`src/rtl/cfg_dispatch_pkg.sv`:
```
// Shared types for the config stream dispatcher.
// State encoding, header field layout and end-of-list id.
package cfg_dispatch_pkg;

  typedef enum logic [2:0] {
    S_IDLE,
    S_HDR,
    S_DATA,
    S_WAIT,
    S_FIN
  } state_e;

  // Header: id in the top ID_W bits, count at LEN_LSB
  localparam int ID_W    = 8;
  localparam int LEN_LSB = 0;

  localparam logic [ID_W-1:0] END_ID = 8'hFF;

endpackage

```
`src/rtl/cfg_dispatch_out_reg.sv`:
```
// One-entry registered output stage (cfg_out_reg).
// Holds data while the consumer stalls.
module cfg_out_reg #(
  parameter int DATA_W = 32
) (
  input  logic              CLK,
  input  logic              nRST,
  input  logic              in_valid_i,
  input  logic [DATA_W-1:0] in_data_i,
  output logic              in_ready_o,
  output logic              out_valid_o,
  output logic [DATA_W-1:0] out_data_o,
  input  logic              out_ready_i
);

  logic              vld_q, vld_d;
  logic [DATA_W-1:0] data_q, data_d;

  assign in_ready_o  = !vld_q || out_ready_i;
  assign out_valid_o = vld_q;
  assign out_data_o  = data_q;

  // load on accept, drain when consumed
  always_comb begin
    vld_d  = vld_q;
    data_d = data_q;
    if (in_valid_i && in_ready_o) begin
      vld_d  = 1'b1;
      data_d = in_data_i;
    end else if (out_ready_i) begin
      vld_d = 1'b0;
    end
  end

  // stage register
  always_ff @(posedge CLK or negedge nRST) begin
    if (!nRST) begin
      vld_q  <= 1'b0;
      data_q <= '0;
    end else begin
      vld_q  <= vld_d;
      data_q <= data_d;
    end
  end

endmodule

```
`src/rtl/cfg_stream_dispatch.sv`:
```
// Config stream dispatcher: header/payload words to N destinations.
// Optional done timeout in WAIT: define CFG_DONE_TIMEOUT_EN.
module cfg_stream_dispatch #(
  parameter int DATA_W   = 32,
  parameter int NUM_DEST = 4,
  parameter int LEN_W    = 10,
  parameter int TMO_CYC  = 4096
) (
  input  logic                CLK,
  input  logic                nRST,
  input  logic                cfg_start,
  input  logic                cfg_valid,
  input  logic [DATA_W-1:0]   cfg_data,
  output logic                cfg_ready,
  output logic                cfg_ack,
  output logic                cfg_done,
  output logic                cfg_err,
  output logic [NUM_DEST-1:0] dst_start,
  output logic [NUM_DEST-1:0] dst_valid,
  output logic [DATA_W-1:0]   dst_data,
  input  logic [NUM_DEST-1:0] dst_ready,
  input  logic [NUM_DEST-1:0] dst_done
);
  import cfg_dispatch_pkg::*;

  localparam logic [ID_W:0] NDEST = 9'(NUM_DEST);

  state_e              state_q, state_d;
  logic [NUM_DEST-1:0] sel_q, sel_d;
  logic [NUM_DEST-1:0] start_q, start_d;
  logic [NUM_DEST-1:0] hdr_oh;
  logic [LEN_W-1:0]    rem_q, rem_d;
  logic                err_q, err_d;
  logic [ID_W-1:0]     hid;
  logic [LEN_W-1:0]    hlen;
  logic                or_in_valid, or_in_ready, or_out_valid;
  logic                sel_rdy, sel_done, in_fire, last_xfer;

`ifdef CFG_DONE_TIMEOUT_EN
  localparam int TMO_W = $clog2(TMO_CYC + 1);
  logic [TMO_W-1:0] tmo_q, tmo_d;
`endif

  assign hid  = cfg_data[DATA_W-1 -: ID_W];
  assign hlen = cfg_data[LEN_LSB +: LEN_W];

  assign sel_rdy  = |(dst_ready & sel_q);
  assign sel_done = |(dst_done & sel_q);

  assign or_in_valid = cfg_valid && (state_q == S_DATA)
                    && (rem_q != '0);
  assign in_fire     = or_in_valid && or_in_ready;
  assign last_xfer   = (state_q == S_DATA) && (rem_q == '0)
                    && or_out_valid && sel_rdy;

  assign cfg_ready = (state_q == S_HDR)
                  || ((state_q == S_DATA) && (rem_q != '0)
                      && or_in_ready);
  assign cfg_ack   = (state_q != S_IDLE);
  assign cfg_done  = (state_q == S_FIN);
  assign cfg_err   = err_q;
  assign dst_start = start_q;
  assign dst_valid = or_out_valid ? sel_q : '0;

  cfg_out_reg #(
    .DATA_W (DATA_W)
  ) u_out (
    .CLK         (CLK),
    .nRST        (nRST),
    .in_valid_i  (or_in_valid),
    .in_data_i   (cfg_data),
    .in_ready_o  (or_in_ready),
    .out_valid_o (or_out_valid),
    .out_data_o  (dst_data),
    .out_ready_i (sel_rdy)
  );

  // one-hot decode of the header destination id
  always_comb begin
    hdr_oh = '0;
    for (int i = 0; i < NUM_DEST; i++)
      hdr_oh[i] = (hid == ID_W'(i));
  end

  // session sequencing, header decode and word counting
  always_comb begin
    state_d = state_q;
    sel_d   = sel_q;
    rem_d   = rem_q;
    err_d   = err_q;
    start_d = '0;
`ifdef CFG_DONE_TIMEOUT_EN
    tmo_d   = '0;
`endif
    unique case (state_q)
      S_IDLE: begin
        if (cfg_start) begin
          state_d = S_HDR;
          err_d   = 1'b0;
        end
      end
      S_HDR: begin
        if (cfg_valid) begin
          if (hid == END_ID) begin
            state_d = S_FIN;
          end else if ({1'b0, hid} >= NDEST) begin
            err_d   = 1'b1;
            state_d = S_FIN;
          end else if (hlen != '0) begin
            sel_d   = hdr_oh;
            start_d = hdr_oh;
            rem_d   = hlen;
            state_d = S_DATA;
          end
        end
      end
      S_DATA: begin
        if (in_fire)
          rem_d = rem_q - 1'b1;
        // a done seen with the last transfer skips WAIT
        if (last_xfer)
          state_d = sel_done ? S_HDR : S_WAIT;
      end
      S_WAIT: begin
        if (sel_done) begin
          state_d = S_HDR;
`ifdef CFG_DONE_TIMEOUT_EN
        end else if (tmo_q == TMO_W'(TMO_CYC - 1)) begin
          err_d   = 1'b1;
          state_d = S_FIN;
        end else begin
          tmo_d = tmo_q + 1'b1;
`endif
        end
      end
      S_FIN: state_d = S_IDLE;
      default: state_d = S_IDLE;
    endcase
  end

  // control state registers
  always_ff @(posedge CLK or negedge nRST) begin
    if (!nRST) begin
      state_q <= S_IDLE;
      sel_q   <= '0;
      start_q <= '0;
      rem_q   <= '0;
      err_q   <= 1'b0;
    end else begin
      state_q <= state_d;
      sel_q   <= sel_d;
      start_q <= start_d;
      rem_q   <= rem_d;
      err_q   <= err_d;
    end
  end

`ifdef CFG_DONE_TIMEOUT_EN
  // cycles spent waiting for the selected done
  always_ff @(posedge CLK or negedge nRST) begin
    if (!nRST) tmo_q <= '0;
    else       tmo_q <= tmo_d;
  end
`endif

endmodule

```
`config.mk`:
```
export PLATFORM = sky130hd
export DESIGN_NAME = cfg_stream_dispatch
export DESIGN_NICKNAME = d
export VERILOG_FILES = /design/src/rtl/cfg_dispatch_pkg.sv /design/src/rtl/cfg_dispatch_out_reg.sv /design/src/rtl/cfg_stream_dispatch.sv
export SDC_FILE = /design/constraint.sdc
export NUM_CORES = 1
export LEC_CHECK = 0
export CORE_MARGIN = 3
export CORE_UTILIZATION = 45
export CTS_CLUSTER_DIAMETER = 200
export DETAILED_ROUTE_END_ITERATION = 16
export PLACE_DENSITY_LB_ADDON = 0.25
export SLEW_MARGIN = 20
export SYNTH_ARGS = -nofsm -noshare
export SYNTH_HDL_FRONTEND = slang
export SYNTH_SLANG_ARGS = --single-unit
```
`constraint.sdc`:
```
create_clock -name CLK -period 2.3 [get_ports CLK]
set_input_delay 0.46 -clock CLK [delete_from_list [all_inputs] [get_ports CLK]]
set_output_delay 0.46 -clock CLK [all_outputs]
set_load 0.03 [all_outputs]
```
# Yosys cells after proc, flatten, opt, wreduce, memory -nomap -nowiden
# Cells that the tools add are included.
[op_classes]
n_bitwise = 4
n_mux = 28
addsub = 1
n_reduce_logical = 26
order_cmp = 1
n_eq_ne = 18
[op_table]
columns = ["operator", "n"]
rows = [
  ["$mux 10", 5],
  ["$mux 4", 6],
  ["$mux 3", 7],
  ["$pmux 10 s2", 1],
  ["$reduce_bool 10->1", 2],
  ["$eq 8x2->1 const B", 2],
  ["$reduce_and 5->1", 3],
  ["$ne 2x2->1 const B", 7],
  ["$pmux 3 s4", 1],
  ["$logic_not 10->1", 1],
  ["$sub 10x1->10 const B", 1],
  ["$and 4x4->4", 2],
  ["$eq 8x1->1 const B", 1],
  ["$eq 8x8->1 const B", 1],
  ["$ge 8x3->1 const B", 1],
  ["$logic_and 1x1->1", 8],
  ["$logic_not 8->1", 1],
  ["$reduce_or 4->1", 2],
  ["$eq 3x2->1 const B", 2],
  ["$mux 1", 6],
  ["$reduce_and 6->1", 1],
  ["$reduce_bool 2->1", 3],
  ["$ne 2x1->1 const B", 2],
  ["$ne 4x1->1 const B", 1],
  ["9 further kinds", 11],
]
[totals]
inputBits = 44
regBits = 55
elab_cells = 85
out_inout_bits = 44

# Logic depth before layout (Yosys ltp)
[depth]
depth_word = 6
mapped_depth = 7
mapped_depth_nobuf = 7

# Modules after synthesis
# Synthesis repeated with hierarchy kept, for this count alone.
[unflattened]
hier_cells = 230
area_unflattened_um2 = 2808.9
[by_module_without_submodules]
columns = ["mod", "cells_per_inst", "n_inst", "seq_area_each_um2", "area_per_inst_um2"]
rows = [
  ["cfg_stream_dispatch", 159, 1, 550.5, 1417.6],
  ["cfg_out_reg", 71, 1, 825.8, 1391.3],
]

# Least setup slack after synthesis
# OpenSTA, ideal clock, no wires.
[synth_timing]
path_kind = "register to register"
startpoint = "reg rem_q[0]"
endpoint = "reg rem_q[8]"
n_path_buf = 0
setup_ns = 0.121
period_less_slack_ns = 1.978
arrival_time_ns = 1.857
stages_incl_launch_ff = 7
t_required_ns = 2.179
setup_slack_ns = 0.322
cell_sequence = "dfrtp_1 inv_1 ha_1 or4b_2 nor4_1 a31oi_1 o22a_1"
[synth_between]
elab_chain_cells = 5
word_cells_on_any_way = 8
classes_between = "1 x add/sub; 1 x eq/ne; 2 x mux; 4 x reduce/logical"
[synth_lines]
columns = ["item", "line", "source"]
rows = [
  ["from (decl)", "cfg_stream_dispatch.sv:32", "logic [LEN_W-1:0] rem_q, rem_d;"],
  ["from (signal assigned)", "cfg_stream_dispatch.sv:153", "rem_q <= rem_d;"],
  ["branches (longest 5 deep; another with $sub 10x1->10)", "-", ""],
]
# Several ways; the timed one is not identified. The select of a mux whose other input is x is not followed.
# A chain may end at the register's enable or synchronous reset.

# Final worst setup path
[layout_timing]
startpoint = "reg rem_q[5]"
endpoint = "out cfg_ready"
[layout_between]
elab_chain_cells = 4
[layout_lines]
columns = ["item", "line", "source"]
rows = [
  ["$reduce_bool 10->1", "cfg_stream_dispatch.sv:57", "|| ((state_q == S_DATA) && (rem_q != '0)"],
  ["$logic_and 1x1->1", "cfg_stream_dispatch.sv:57", ""],
  ["$logic_and 1x1->1", "cfg_stream_dispatch.sv:58", "&& or_in_ready);"],
  ["$logic_or 1x1->1", "cfg_stream_dispatch.sv:57", ""],
  ["to (decl)", "cfg_stream_dispatch.sv:14", "output logic cfg_ready,"],
]
# Every way passes these cells.

==> qor.csv <==
stage,metric,value,unit
status,status,finished clean,
global_route,gr-usage-all-layers,21.2,%
critical_path,crit_path_start,rem_q[5],
global_route,antenna_found_initial,0,
critical_path,rrSetupSlack,0.14,ns
critical_path,crit_slowest_cell,dfrtp_1,
clock_tree,clockBufferDepth,2,
pwr,p_total,3.73,mW
placement,gp_congestion,0.784,
final_layout,final_core_util,70.2,%
critical_path,reg2regPathDepth,7,
floorplan,fp-row-count,26,
clock_tree,clk_pin_slew,0.09,ns
clock_tree,root_buffer,clkbuf_8,
placement,io_buffer_count,87,
sta,fmax,0.442,GHz
critical_path,critPathLaunchType,flop,
critical_path,cpPeakStageDelay,0.48,ns
clock_tree,cts_buffers,5,
routing,vias,2151,
run,drv_cap,0,
clock_tree,clock-sinks,55,
floorplan,initial_core_util,48.1,%
routing,first_iter_violations,214,
sta,finalClockSkew,0.00427,ns
synth,async_flop_share,100,%
routing,wirelength,6630,um
clock_tree,clock_latency,0.31,ns
sta,setup_violations,0,
synth,ys_top_cells_by_count,"dfrtp_1 (55), mux2_2 (32), nor2_1 (20), a21oi_1 (8), nand2_1 (8)",
critical_path,critPathMaxFanout,7,
global_route,use_met2,34.1,%
synth,synth_flop_cell,dfrtp_1,
synth,netlist_instances,218,
clock_tree,tritoncts,yes,
final_layout,fin_nets,368,
critical_path,regToRegEndpoint,rem_q[6],
final_layout,area_growth,45.8,%
sta,worst_slew_pin_slew,0.433,ns
floorplan,die_area,6610,sq um
floorplan,num_io_pins,88,
synth,synth.top_cells.by_area,"dfrtp_1 (54%), mux2_2 (14%), nor2_1 (2.9%), a22oi_1 (1.8%), o22a_1 (1.7%)",
synth,ys_types,42,
routing,drtAntennaViolNets,0,
global_route,gr-usage-met1,27.3,%
final_layout,drive_gt1_share,22.4,%
sta,slew_violations,0,
critical_path,arrival,1.80,ns
placement,dpl.hpwl,4880,um
synth,yosys_warnings,0,
floorplan,core-area,5300,sq um
floorplan,fp.dieW,81.3,um
critical_path,worstSetupPathType,flop to output pin,
sta,slew_headroom,71.2,%
routing,wire_per_inst,16.9,um
routing,drc_errors,0,
routing,vias_per_cell,5.49,
clock_tree,cts_hold_buf,0,
final_layout,fill_cells,384,
min_path,hold_path_class,primary input to async pin,
pwr,peakVddDrop,591,uV
global_route,met3_usage,7.43,%
critical_path,path_cells,nor4_2 > nand4_1 > nand3_1 > nand2_1 > buf_4,
final_layout,multi_input_area,1100,sq um
critical_path,critPathCaptureType,output pin,
synth,synth.cell_area,2550,sq um
synth,synth_top_cell_by_area,dfrtp_1,
pwr,powerDensity,1000,nW/um^2
global_route,grt_max_degree,44,
clock_tree,ctsHtreeMaxLevel,2,
synth,syn_area_per_cell,11.7,sq um
floorplan,die_y,81.3,um
critical_path,r2r-start,rem_q[5],
sta,finalSetupTns,0,ns
global_route,overflow,0,
synth,synth_edf_count,0,
final_layout,antenna_cells,0,
synth,synth_top_area_share,53.9,%
sta,fin_crit,2.26,ns
final_layout,seq_area,1380,sq um
sta,period_share,98.3,%
routing,firstDrtPassIters,4,
placement,placed_cell_area,3590,sq um
final_layout,finalInstanceArea,3720,sq um
synth,ys_seq_area_share,53.9,%
global_route,first_global_vias,2151,
synth,syn_nets,264,
global_route,grt_pass1_wl,10700,um
critical_path,required,1.84,ns
global_route,top_usage_layer,met2,
synth,yosysMostFrequentCell,dfrtp_1,
sta,hold_viol_final,0,
synth,synth_seq_cells,55,
pwr,leakage,1.71,nW
cell type report:
class | count | area share (%)
sequential | 55 | 37.0
multi-input combinational | 147 | 29.7
timing repair buffer | 107 | 27.6
tap | 70 | 2.35
clock buffer | 6 | 1.95
clock inverter | 1 | 0.807
inverter | 6 | 0.605
timing repair:
| action | 4_1_cts | 5_1_grt |
|---|---|---|
| setup endpoints to repair | 0 | 3 |
| resized for setup | 0 | 3 |
| buffers inserted | 0 | 2 |
sequential cells by signal, summed over array words and instances (netlist names):
name	cells
u_out.out_valid_o	1
sel_q	4
dst_start	4
u_out.out_data_o	32
cfg_err	1
state_q	3
rem_q	10
report_power, final:
group | total, mW | internal, mW | switching, mW
clock network | 0.624 | 0.320 | 0.304
logic | 1.58 | 0.744 | 0.838
registers | 1.52 | 1.27 | 0.250
total | 3.73 | 2.34 | 1.39
cell families (layout without fill, tap and decap cells):
group / Yosys count / after routing / share of synthesized area [%]
AND/OR/NAND/NOR: 70 / 70 / 15.5
flip-flops: 55 / 55 / 53.9
AO/OA/AOI/OAI: 42 / 42 / 11.9
multiplexers: 32 / 32 / 14.1
buffers and inverters: 16 / 120 / 3.28
adder cells (fa/ha/maj): 2 / 2 / 0.980
XOR/XNOR: 1 / 1 / 0.343
metrics by stage:
step                      instances  hold WS, ns  setup slack, ns
after global routing            392       0.0831          -0.0314
after global placement          383        0.421          -0.0758
after floorplan                 218        0.164            0.322
after detailed placement        383        0.421           -0.131
after CTS                       390       0.0890           0.0133
final                           392       0.0779           0.0394
worst max path at each step:
stage	to	slack, ns	cells past startpoint
after global placement	rem_q[5]	-0.08	7
final	cfg_ready	0.04	5
after floorplan	rem_q[8]	0.32	6
after CTS	cfg_ready	0.01	5
after global routing	cfg_ready	-0.03	5
after detailed placement	rem_q[5]	-0.13	7
critical path, delay by kind of cell (launching register included):
family / cells / cell delay [ns]
and+or+nand+nor: 4 / 0.83
DFF: 1 / 0.48
buffers and inverters: 1 / 0.17
cell usage in the layout, fill, tap and decap left out, types with 2 or more instances in the layout:
master / Yosys / layout
and2_1: 5 / 5
a211oi_1: 2 / 2
nand3_1: 7 / 7
o21ai_0: 5 / 5
ha_1: 2 / 2
dfrtp_1: 55 / 55
mux2_2: 32 / 32
clkdlybuf4s50_1: 0 / 84
a31oi_1: 4 / 4
nor3_1: 4 / 4
buf_4: 1 / 20
a21oi_1: 8 / 8
a22oi_1: 6 / 6
inv_1: 6 / 6
nor3b_2: 2 / 2
o22a_1: 5 / 5
nand4_1: 4 / 4
o211ai_1: 3 / 3
nor3b_1: 2 / 2
clkbuf_8: 0 / 5
a21o_1: 4 / 4
nor4_1: 5 / 3
nor4_2: 1 / 3
nor2_1: 20 / 20
or3_1: 2 / 2
nand2b_1: 2 / 2
nand2_1: 8 / 8
per-layer routing:
metal  share of wire, %  wire length, um  vias up
met4               0.86               57        0
li1                   -                -     1000
met1                 42             2760     1057
met3                9.0              594        6
met2                 49             3220       88
met5                  0                0        -
(Power assumes the default switching activity.)
